--- config.mk ---
export PLATFORM = sky130hd
export DESIGN_NAME = wkup_detect
export DESIGN_NICKNAME = d
export VERILOG_FILES = /design/src/rtl/wkup_detect_pkg.sv /design/src/rtl/prim_flop_2sync.sv /design/src/rtl/wkup_detect_chan.sv /design/src/rtl/wkup_detect.sv
export SDC_FILE = /design/constraint.sdc
export NUM_CORES = 1
export LEC_CHECK = 0
export BUFFER_PORTS_ARGS = -buffer_cell sky130_fd_sc_hd__clkbuf_2
export CORE_MARGIN = 1
export CORE_UTILIZATION = 55
export DETAILED_ROUTE_END_ITERATION = 8
export PLACE_DENSITY = 0.77
export SYNTH_ARGS = -nofsm -noshare
export SYNTH_HDL_FRONTEND = slang
export SYNTH_SLANG_ARGS = --single-unit
--- constraint.sdc ---
create_clock -name clk_i -period 4.2 [get_ports clk_i]
set_input_delay 0.42 -clock clk_i [delete_from_list [all_inputs] [get_ports clk_i]]
set_output_delay 0.42 -clock clk_i [all_outputs]
set_load 0.1 [all_outputs]
--- src/rtl/wkup_detect_pkg.sv ---
// Shared types and helpers for the wakeup detector: channel modes, channel
// FSM states and the per-mode trigger / hold qualification.
package wkup_detect_pkg;

    localparam int unsigned WkupModeW = 3;

    typedef enum logic [WkupModeW-1:0] {
        ModeRise    = 3'd0,
        ModeFall    = 3'd1,
        ModeEither  = 3'd2,
        ModeLvlHigh = 3'd3,
        ModeLvlLow  = 3'd4,
        ModeOff5    = 3'd5,
        ModeOff6    = 3'd6,
        ModeOff7    = 3'd7
    } wkup_mode_e;

    typedef enum logic [1:0] {
        ChanIdle     = 2'd0,
        ChanDebounce = 2'd1,
        ChanAsserted = 2'd2
    } wkup_chan_state_e;

    // Encodings 5..7 are reserved and treated as "channel off".
    function automatic logic mode_is_off(input wkup_mode_e mode);
        logic off;
        case (mode)
            ModeRise, ModeFall, ModeEither, ModeLvlHigh, ModeLvlLow: off = 1'b0;
            default:                                                 off = 1'b1;
        endcase
        return off;
    endfunction

    // Does the current synchronized sample start a debounce window?
    function automatic logic mode_trigger(input wkup_mode_e mode,
                                          input logic       s,
                                          input logic       s_prev);
        logic trig;
        case (mode)
            ModeRise:    trig = s & ~s_prev;
            ModeFall:    trig = ~s & s_prev;
            ModeEither:  trig = s ^ s_prev;
            ModeLvlHigh: trig = s;
            ModeLvlLow:  trig = ~s;
            default:     trig = 1'b0;
        endcase
        return trig;
    endfunction

    // Is the debounce window still being held? Edge modes hold while the
    // input stays at the level captured on the trigger; level modes hold
    // while the configured level is still present.
    function automatic logic mode_hold(input wkup_mode_e mode,
                                       input logic       s,
                                       input logic       lvl);
        logic hold;
        case (mode)
            ModeLvlHigh: hold = s;
            ModeLvlLow:  hold = ~s;
            default:     hold = (s == lvl);
        endcase
        return hold;
    endfunction

endpackage

--- src/rtl/prim_flop_2sync.sv ---
// Two-flop synchronizer for bringing asynchronous signals into clk_i.
module prim_flop_2sync #(
    parameter int unsigned          Width      = 1,
    parameter logic [Width-1:0]     ResetValue = '0
) (
    input  logic             clk_i,
    input  logic             rst_ni,
    input  logic [Width-1:0] d_i,
    output logic [Width-1:0] q_o
);

    logic [Width-1:0] sync1_q;
    logic [Width-1:0] sync2_q;

    // Two back-to-back capture stages to resolve metastability.
    always_ff @(posedge clk_i or negedge rst_ni) begin
        if (!rst_ni) begin
            sync1_q <= ResetValue;
            sync2_q <= ResetValue;
        end else begin
            sync1_q <= d_i;
            sync2_q <= sync1_q;
        end
    end

    assign q_o = sync2_q;

endmodule

--- src/rtl/wkup_detect_chan.sv ---
// One wakeup channel: synchronizer, edge/level qualification, debounce
// counter and the IDLE/DEBOUNCE/ASSERTED request FSM.
module wkup_detect_chan
    import wkup_detect_pkg::*;
#(
    parameter int unsigned CntW = 16
) (
    input  logic                 clk_i,
    input  logic                 rst_ni,
    input  logic                 wkup_src_i,
    input  logic                 en_i,
    input  logic [WkupModeW-1:0] mode_i,
    input  logic [CntW-1:0]      thresh_i,
    input  logic                 clr_i,
    output logic                 wkup_o,
    output logic                 debouncing_o
);

    wkup_mode_e       mode;
    logic             s;
    logic             s_prev_q;
    logic             lvl_q, lvl_d;
    logic [CntW-1:0]  cnt_q, cnt_d;
    wkup_chan_state_e state_q, state_d;
    logic             wkup_q, deb_q;
    logic             chan_off, trig, hold;

    prim_flop_2sync #(
        .Width      (1),
        .ResetValue (1'b0)
    ) u_sync (
        .clk_i  (clk_i),
        .rst_ni (rst_ni),
        .d_i    (wkup_src_i),
        .q_o    (s)
    );

    assign mode     = wkup_mode_e'(mode_i);
    assign chan_off = !en_i || mode_is_off(mode);
    assign trig     = mode_trigger(mode, s, s_prev_q);
    assign hold     = mode_hold(mode, s, lvl_q);

    // Next-state logic; disable takes priority over every state, and the
    // >= compare bounds cnt by thresh_i so it can never wrap.
    always_comb begin
        state_d = state_q;
        cnt_d   = cnt_q;
        lvl_d   = lvl_q;
        if (chan_off) begin
            state_d = ChanIdle;
            cnt_d   = '0;
        end else begin
            unique case (state_q)
                ChanIdle: begin
                    if (trig) begin
                        state_d = ChanDebounce;
                        cnt_d   = '0;
                        lvl_d   = s;
                    end
                end
                ChanDebounce: begin
                    if (!hold) begin
                        state_d = ChanIdle;
                        cnt_d   = '0;
                    end else if (cnt_q >= thresh_i) begin
                        state_d = ChanAsserted;
                    end else begin
                        cnt_d = cnt_q + CntW'(1);
                    end
                end
                ChanAsserted: begin
                    // A clear beats any trigger seen in the same cycle.
                    if (clr_i) begin
                        state_d = ChanIdle;
                        cnt_d   = '0;
                    end
                end
                default: begin
                    state_d = ChanIdle;
                    cnt_d   = '0;
                end
            endcase
        end
    end

    // State, counter, captured level and edge history registers.
    always_ff @(posedge clk_i or negedge rst_ni) begin
        if (!rst_ni) begin
            state_q  <= ChanIdle;
            cnt_q    <= '0;
            lvl_q    <= 1'b0;
            s_prev_q <= 1'b0;
        end else begin
            state_q  <= state_d;
            cnt_q    <= cnt_d;
            lvl_q    <= lvl_d;
            s_prev_q <= s;
        end
    end

    // Outputs are decoded from the next state and registered, so wkup_o is a
    // clean flop output safe to cross into the slow power-manager domain.
    always_ff @(posedge clk_i or negedge rst_ni) begin
        if (!rst_ni) begin
            wkup_q <= 1'b0;
            deb_q  <= 1'b0;
        end else begin
            wkup_q <= (state_d == ChanAsserted);
            deb_q  <= (state_d == ChanDebounce);
        end
    end

    assign wkup_o       = wkup_q;
    assign debouncing_o = deb_q;

endmodule

--- src/rtl/wkup_detect.sv ---
// Multi-channel wakeup detector feeding the power manager wakeup vector.
// Channels are fully independent; wkup_any_o is the OR of the registered
// per-channel requests.
module wkup_detect
    import wkup_detect_pkg::*;
#(
    parameter int unsigned NumChan = 4,
    parameter int unsigned CntW    = 16
) (
    input  logic                           clk_i,
    input  logic                           rst_ni,
    input  logic [NumChan-1:0]             wkup_src_i,
    input  logic [NumChan-1:0]             en_i,
    input  logic [NumChan*WkupModeW-1:0]   mode_i,
    input  logic [NumChan*CntW-1:0]        thresh_i,
    input  logic [NumChan-1:0]             clr_i,
    output logic [NumChan-1:0]             wkup_o,
    output logic                           wkup_any_o,
    output logic [NumChan-1:0]             debouncing_o
);

    for (genvar i = 0; i < NumChan; i++) begin : g_chan
        wkup_detect_chan #(
            .CntW (CntW)
        ) u_chan (
            .clk_i        (clk_i),
            .rst_ni       (rst_ni),
            .wkup_src_i   (wkup_src_i[i]),
            .en_i         (en_i[i]),
            .mode_i       (mode_i[i*WkupModeW +: WkupModeW]),
            .thresh_i     (thresh_i[i*CntW +: CntW]),
            .clr_i        (clr_i[i]),
            .wkup_o       (wkup_o[i]),
            .debouncing_o (debouncing_o[i])
        );
    end

    assign wkup_any_o = |wkup_o;

endmodule

==> results of run 1 <==
[routing by layer]
metal	vias up	wire [microns]
li1	3134	-
met1	3049	7150
met2	195	7920
met3	30	807
met4	0	330
met5	-	0
[sequential cells by signal, indices dropped and copies added, names as in the netlist]
name                          cells
g_chan.u_chan.lvl_q               4
g_chan.u_chan.wkup_o              4
g_chan.u_chan.u_sync.sync1_q      4
g_chan.u_chan.debouncing_o        4
g_chan.u_chan.state_q             8
g_chan.u_chan.s_prev_q            4
g_chan.u_chan.u_sync.q_o          4
g_chan.u_chan.cnt_q              64
[cells in the final DEF (no fill, tap or decap), types with 10 or more instances in the layout]
cell / netlist / final
a31oi_1: 36 / 36
a21o_1: 22 / 22
clkbuf_2: 0 / 97
nand3_1: 38 / 38
o211ai_1: 15 / 15
inv_1: 94 / 94
o21ai_0: 47 / 47
nand4_1: 16 / 16
a21oi_1: 54 / 54
nor2_1: 26 / 26
and3_1: 19 / 19
ha_1: 76 / 76
nor3_1: 30 / 29
nand2b_1: 10 / 10
dfrtp_1: 96 / 96
nand2_1: 55 / 55
[report_power, final]
group / leakage [nW] / switching (mW) / total, mW / internal (mW)
Sequential: 1.30 / 0.0247 / 0.976 / 0.951
Combinational: 2.51 / 0.175 / 0.293 / 0.118
Clock: 0.173 / 0.364 / 0.981 / 0.617
[kinds of logic (layout without fill, tap and decap cells)]
| group | Yosys count | count (layout) | share of synthesized area (%) |
|---|---|---|---|
| buffers and inverters | 125 | 212 | 7.41 |
| DFF | 96 | 96 | 34.3 |
| and+or+nand+nor | 251 | 251 | 19.3 |
| adders and majority gates | 76 | 76 | 13.6 |
| AOI/OAI and AO/OA | 243 | 243 | 22.8 |
| muxes | 12 | 12 | 2.48 |
| xor gates and xnor gates | 1 | 1 | 0.125 |
[final timing paths]
kind | cells after the start | end | slack [ns]
setup reg to reg | 8 | g_chan[0].u_chan.cnt_q[1] | 1.39
hold reg to reg | 0 | g_chan[0].u_chan.u_sync.q_o | 0.35
setup / recovery | 8 | g_chan[0].u_chan.cnt_q[1] | 1.39
min in group asynchronous | 1 | g_chan[1].u_chan.cnt_q[7] | 0.19
hold / removal | 1 | g_chan[0].u_chan.u_sync.sync1_q | 0.17
max in group asynchronous | 2 | g_chan[2].u_chan.cnt_q[1] | 3.08
[stage by stage]
step	hold slack (ns)	utilization [%]
2_1_floorplan	0.124	-
3_3_place_gp	0.332	62.1
3_5_place_dp	0.338	62.1
4_1_cts	0.160	65.0
5_1_grt	0.165	65.0
6_report	0.171	65.0
[cell type report]
cell class              instances  area, sq um  area share [%]
multi-input cells             583         4090            51.6
clock buffers                  12          256            3.23
clock inverters                 4         98.8            1.25
inverters                      94          353            4.45
flip-flops and latches         96         2400            30.3
repair buffers                102          523            6.59
well taps                     168          210            2.65
==> run summary, run 1 <==
Fmax: 0.356 GHz
Number of max-cap violations: 0
M2 GR Usage: 43.9%
Commonest cells post-synth: dfrtp_1 (96), inv_1 (94), ha_1 (76)
Clock Sinks: 96
Biggest area consumer among synthesized cells: dfrtp_1
Initial Utilization: 57.4%
Seq/Total Area, Yosys: 34.3%
Slew headroom: 15.3%
Ys flop type: dfrtp_1
Mapped Cells: 804
Placed insts: 1043
Placer Congestion: 0.876
Max-slew violation count: 0
Crit-path leading delay family: compound AO/OA/AOI/OAI gates
CP Launch Type: register
Die Ht: 115 microns
Slowest cell on crit path: o21a_1
Slowest cell delay on critical path: 0.53 ns
Die area: 0.0132 sq mm
Fin crit share: 67.0%
Reg clk slew, reported paths: 0.07 ns
Detail Route Antenna Nets: 0
Max IR drop VDD: 0.202 mV
Nets: 1052
Setup Fix Bufs, Post-CTS: 0
Crit. Startpoint: g_chan[0].u_chan.cnt_q[0]
Final worst setup slack: 1.39 ns
EDFF count, synth: 0
Critical R2R Launch: g_chan[0].u_chan.cnt_q[0]
Initial antenna violation count: 0
Die width: 115 microns
Crit path DAT: 3.05 ns
Distinct cells, synth: 70
Post-Syn Area: 0.00701 sq mm
ANT cells: 0
Wire per inst: 15.3 microns
Post-synthesis area per instance: 8.71 sq um
Status: complete, no violations
First DRT Iteration DRCs: 448
DP Area: 0.00758 sq mm
Synth top area share: 34.3%
Post-synth ARST share: 100%
Remaining Overflow, GRT: 0
Most Crowded Layer GR: met2
Synth area leaders: dfrtp_1 (34%), ha_1 (14%), inv_1 (5.0%), a21oi_1 (3.9%), o21ai_0 (3.4%)
Met3 Use GR: 3.58%
Final Cell Area: 0.00794 sq mm
Ports: 99
Total wire length: 16.2 mm
Clock Skews: 0.00872 ns
Clock Latency Late Sink: 0.35 ns
Met1 usage: 32.9%
Top-count cell post-synth: dfrtp_1
Gr usage total: 25.9%
Dpl ws: 1.45 ns
Synth warn: 0
CTS Hold Buffers Added: 0
Final Hold Viols: 0
Post-Layout Cell Count: 1059
WP data required: 4.44 ns
Largest net degree at the start of global routing: 70
Slew @ Worst Pin: 1.26 ns
CP max FO: 17
Kind of critical path: reg -> reg
Synth Net Count: 970
Endpoints failing setup: 0
Bufs on Longest Clock Path: 2
Vias per std cell: 6.05
Number of global-route vias before repair: 6040
Unrepaired setup endpoints after global routing: no
Hold Path Origin: wkup_src_i[0]
Share of post-route cells with drive strength above 1: 15.6%
Static Leak: 3.98 nW
Power density over the cells: 283 mW/mm^2
Area of the core: 0.0122 sq mm
Worst Path Buf+Inv: 1
Remaining DRCs: 0
First-pass GRT wire length: 27.3 mm
Final Power: 2.25 mW
TritonCTS buffer count: 9
CP cell instances: inv_1, ha_1, nand2b_1, a2111o_1, a221oi_2, o21a_1, o21ai_0, a32o_1
DR pass1 iterations: 6
Worst min path class: in -> reg
# rows: 40
Vias after detailed routing: 6408
Dpl hpwl: 11.9 mm
Critical Path Sink Type: register
Port-buffer cells: 98
Fillers: 1026
Yosys reg bits: 96
Resize count post-CTS: 0
CTS Root Cell: clkbuf_16
Area growth syn-to-layout: 13.3%
CTS tree: done
Total negative slack: 0 ns
CTS H-Tree Depth: 3
Tmin final: 2.81 ns
Power figures use the tool's default switching activity.
==> run 2: changes to the inputs <==
Settings changed: ABC_AREA from default to 1, PLACE_DENSITY 0.77 to 0.76.
Clock period 4.2 ns to 2.6 ns, I/O delays scaled along.
==> run summary, run 2 <==
Worst hold slack: 0.0122 ns (-0.159 ns)
Max IR drop VDD: 0.302 mV (+49%)
Total negative slack: 0 ns (unchanged)
Commonest non-fill, non-tap cells in the layout: nand2_1 (354), nor2_1 (151), inv_1 (149)
First-pass GRT wire length: 30.4 mm (+11%)
Largest reg by FF count: g_chan.u_chan.cnt_q
CTS H-Tree Depth: 3 (unchanged)
Total wire length: 17.7 mm (+9.1%)
Final Cell Area: 0.00892 sq mm (+12%)
Die Ht: 123 microns (+6.9%)
Commonest non-fill, non-tap cell in the layout: nand2_1
Area of the core: 0.0140 sq mm (+15%)
Static Leak: 4.86 nW (+22%)
CP Launch Type: register
Setup Fix Bufs, Post-CTS: 0 (unchanged)
Synth Net Count: 1327 (+37%)
Distinct cells, synth: 35 (-50%)
Tmin final: 2.13 ns (-0.681 ns)
Placer Congestion: 0.897 (+2.5%)
Yosys reg bits: 96 (unchanged)
Endpoints failing setup: 0 (unchanged)
Initial Utilization: 57.1% (-0.23 points)
Die area: 0.0151 sq mm (+14%)
CP max FO: 19 (+2)
Number of max-cap violations: 0 (unchanged)
Commonest cells post-synth: nand2_1 (354), nor2_1 (151), inv_1 (149)
Share of post-route cells with drive strength above 1: 13.6% (-2.0 points)
Area growth syn-to-layout: 11.1%
Kind of critical path: reg -> reg
Post-synth ARST share: 100% (unchanged)
EDFF count, synth: 0 (unchanged)
Detail Route Antenna Nets: 0 (unchanged)
Max reg flops: 64 (unchanged)
Fmax: 0.469 GHz (+32%)
CTS tree: done
Remaining DRCs: 0 (unchanged)
DR pass1 iterations: 5 (-1)
Clock Skews: 0.00730 ns (-0.00141 ns)
Post-synthesis area per instance: 6.91 sq um (-21%)
Final Hold Viols: 0 (unchanged)
Unrepaired setup endpoints after global routing: no
Bufs on Longest Clock Path: 2 (unchanged)
Largest net degree at the start of global routing: 47 (-33%)
Die width: 123 microns (+6.9%)
DP Area: 0.00861 sq mm (+14%)
Initial antenna violation count: 0 (unchanged)
ANT cells: 0 (unchanged)
Top flop regs: g_chan.u_chan.cnt_q x64, g_chan.u_chan.state_q x8
Worst min path class: in -> reg
Ys flop type: dfrtp_1
Wire per inst: 12.3 microns (-20%)
Post-Syn Area: 0.00802 sq mm (+15%)
Dpl hpwl: 13.1 mm (+10%)
Ports: 99 (unchanged)
Biggest area consumer among synthesized cells: dfrtp_1
Seq/Total Area, Yosys: 29.9% (-4.4 points)
Clock Sinks: 96 (unchanged)
Synth top area share: 29.9% (-4.4 points)
# rows: 43 (+7.5%)
Status: complete, no violations
Gr usage total: 25.2% (-0.76 points)
Vias per std cell: 5.19 (-14%)
Nets: 1418 (+35%)
Resize count post-CTS: 0 (unchanged)
First DRT Iteration DRCs: 467 (+4.2%)
Synth warn: 0 (unchanged)
Port-buffer cells: 98 (unchanged)
Fin crit share: 82.0% (+15 points)
WP data required: 2.84 ns (-1.60 ns)
Final core occ: 63.5% (-1.5 points)
Crit path DAT: 2.37 ns (-0.68 ns)
CTS Hold Buffers Added: 1 (+1)
Top-count cell post-synth: nand2_1
Critical Path Sink Type: register
Final Power: 3.48 mW (+55%)
Reg clk slew, reported paths: 0.07 ns (about the same)
Remaining Overflow, GRT: 0 (unchanged)
Reg2Reg Setup Slack: 0.47 ns (-0.92 ns)
Max-slew violation count: 0 (unchanged)
Slew headroom: 61.8% (+46 points)
Vias after detailed routing: 7453 (+16%)
Power density over the cells: 391 mW/mm^2 (+38%)
TritonCTS buffer count: 9 (unchanged)
Clock Latency Late Sink: 0.35 ns (about the same)
Slew @ Worst Pin: 0.572 ns (-0.692 ns)
CTS Root Cell: clkbuf_16
Mapped Cells: 1161 (+44%)
Synth area leaders: dfrtp_1 (30%), nand2_1 (17%), ha_1 (12%), nor2_1 (7.1%), inv_1 (7.0%)
Number of global-route vias before repair: 6878 (+14%)
[run 2: changes by cell type after synthesis, sizes merged, moves of 20 or more]
| cell | before | now |
|---|---|---|
| xor2 | 0 | 27 |
| o21ai | 52 | 15 |
| a31oi | 36 | 4 |
| nand3 | 38 | 98 |
| nor2 | 26 | 164 |
| nor3 | 31 | 11 |
| and3 | 20 | 0 |
| inv | 94 | 161 |
| nand2 | 55 | 360 |
| nand4 | 16 | 49 |
| a21o | 22 | 1 |
[run 2: logic make-up after synthesis]
| logic type | after synthesis | synth area share, % |
|---|---|---|
| flops | 96 | 29.9 |
| compound gates | 85 | 6.74 |
| xor+xnor | 35 | 3.82 |
| simple gates | 685 | 37.9 |
| buf+inv | 184 | 9.78 |
| fa+ha+maj | 76 | 11.9 |
[run 2: cell type report]
| cell class | count | area, sq um |
|---|---|---|
| Clock buffer | 11 | 243 |
| Clock inverter | 5 | 56.3 |
| Fill cell | 1309 | 5130 |
| Inverter | 161 | 607 |
| Multi-Input combinational cell | 881 | 4840 |
| Sequential cell | 96 | 2400 |
| Tap cell | 180 | 225 |
| Timing Repair Buffer | 103 | 546 |
[run 2: routing by layer]
layer	GRT usage [%]	vias to the layer above	wire (microns)
met5	0	-	0
met4	6.86	0	193
met3	3.58	14	754
met2	43.6	152	8410
met1	32.6	3388	8320
li1	-	3899	-
[run 2: power breakdown]
group / internal, mW / total (mW) / switching (mW)
clock network: 0.772 / 1.37 / 0.602
registers: 1.53 / 1.56 / 0.0281
logic: 0.183 / 0.553 / 0.369
total: 2.49 / 3.48 / 0.999
[run 2: worst paths after layout]
| kind | startpoint | end | depth (start not counted) |
|---|---|---|---|
| min reg2reg | g_chan[3].u_chan.u_sync.sync1_q | g_chan[3].u_chan.u_sync.q_o | 0 |
| max reg2reg | g_chan[3].u_chan.cnt_q[7] | g_chan[3].u_chan.cnt_q[12] | 12 |
| min | wkup_src_i[2] | g_chan[2].u_chan.u_sync.sync1_q | 1 |
| max in group asynchronous | rst_ni | g_chan[1].u_chan.cnt_q[2] | 3 |
| min in group asynchronous | rst_ni | g_chan[2].u_chan.cnt_q[10] | 2 |
| max | g_chan[3].u_chan.cnt_q[7] | g_chan[3].u_chan.cnt_q[12] | 12 |
[run 2: worst max-delay path, stage by stage, from the launching register on]
cell and delay (ns):
dfrtp_1 0.46, ha_1 0.32, nand2_1 0.09, nor2_1 0.06
and2_1 0.13, nor2_1 0.08, nand2_1 0.08, nand2_1 0.08
nand2_1 0.08, nand2_4 0.21, nand3_4 0.24, nand2_1 0.13
nand2_1 0.06
[run 2: stage by stage]
stage,worst slack [ns],instances
2_1_floorplan,0.828,1161
3_3_place_gp,0.521,1420
3_5_place_dp,0.478,1420
4_1_cts,0.463,1437
5_1_grt,0.274,1437
6_report,0.468,1437
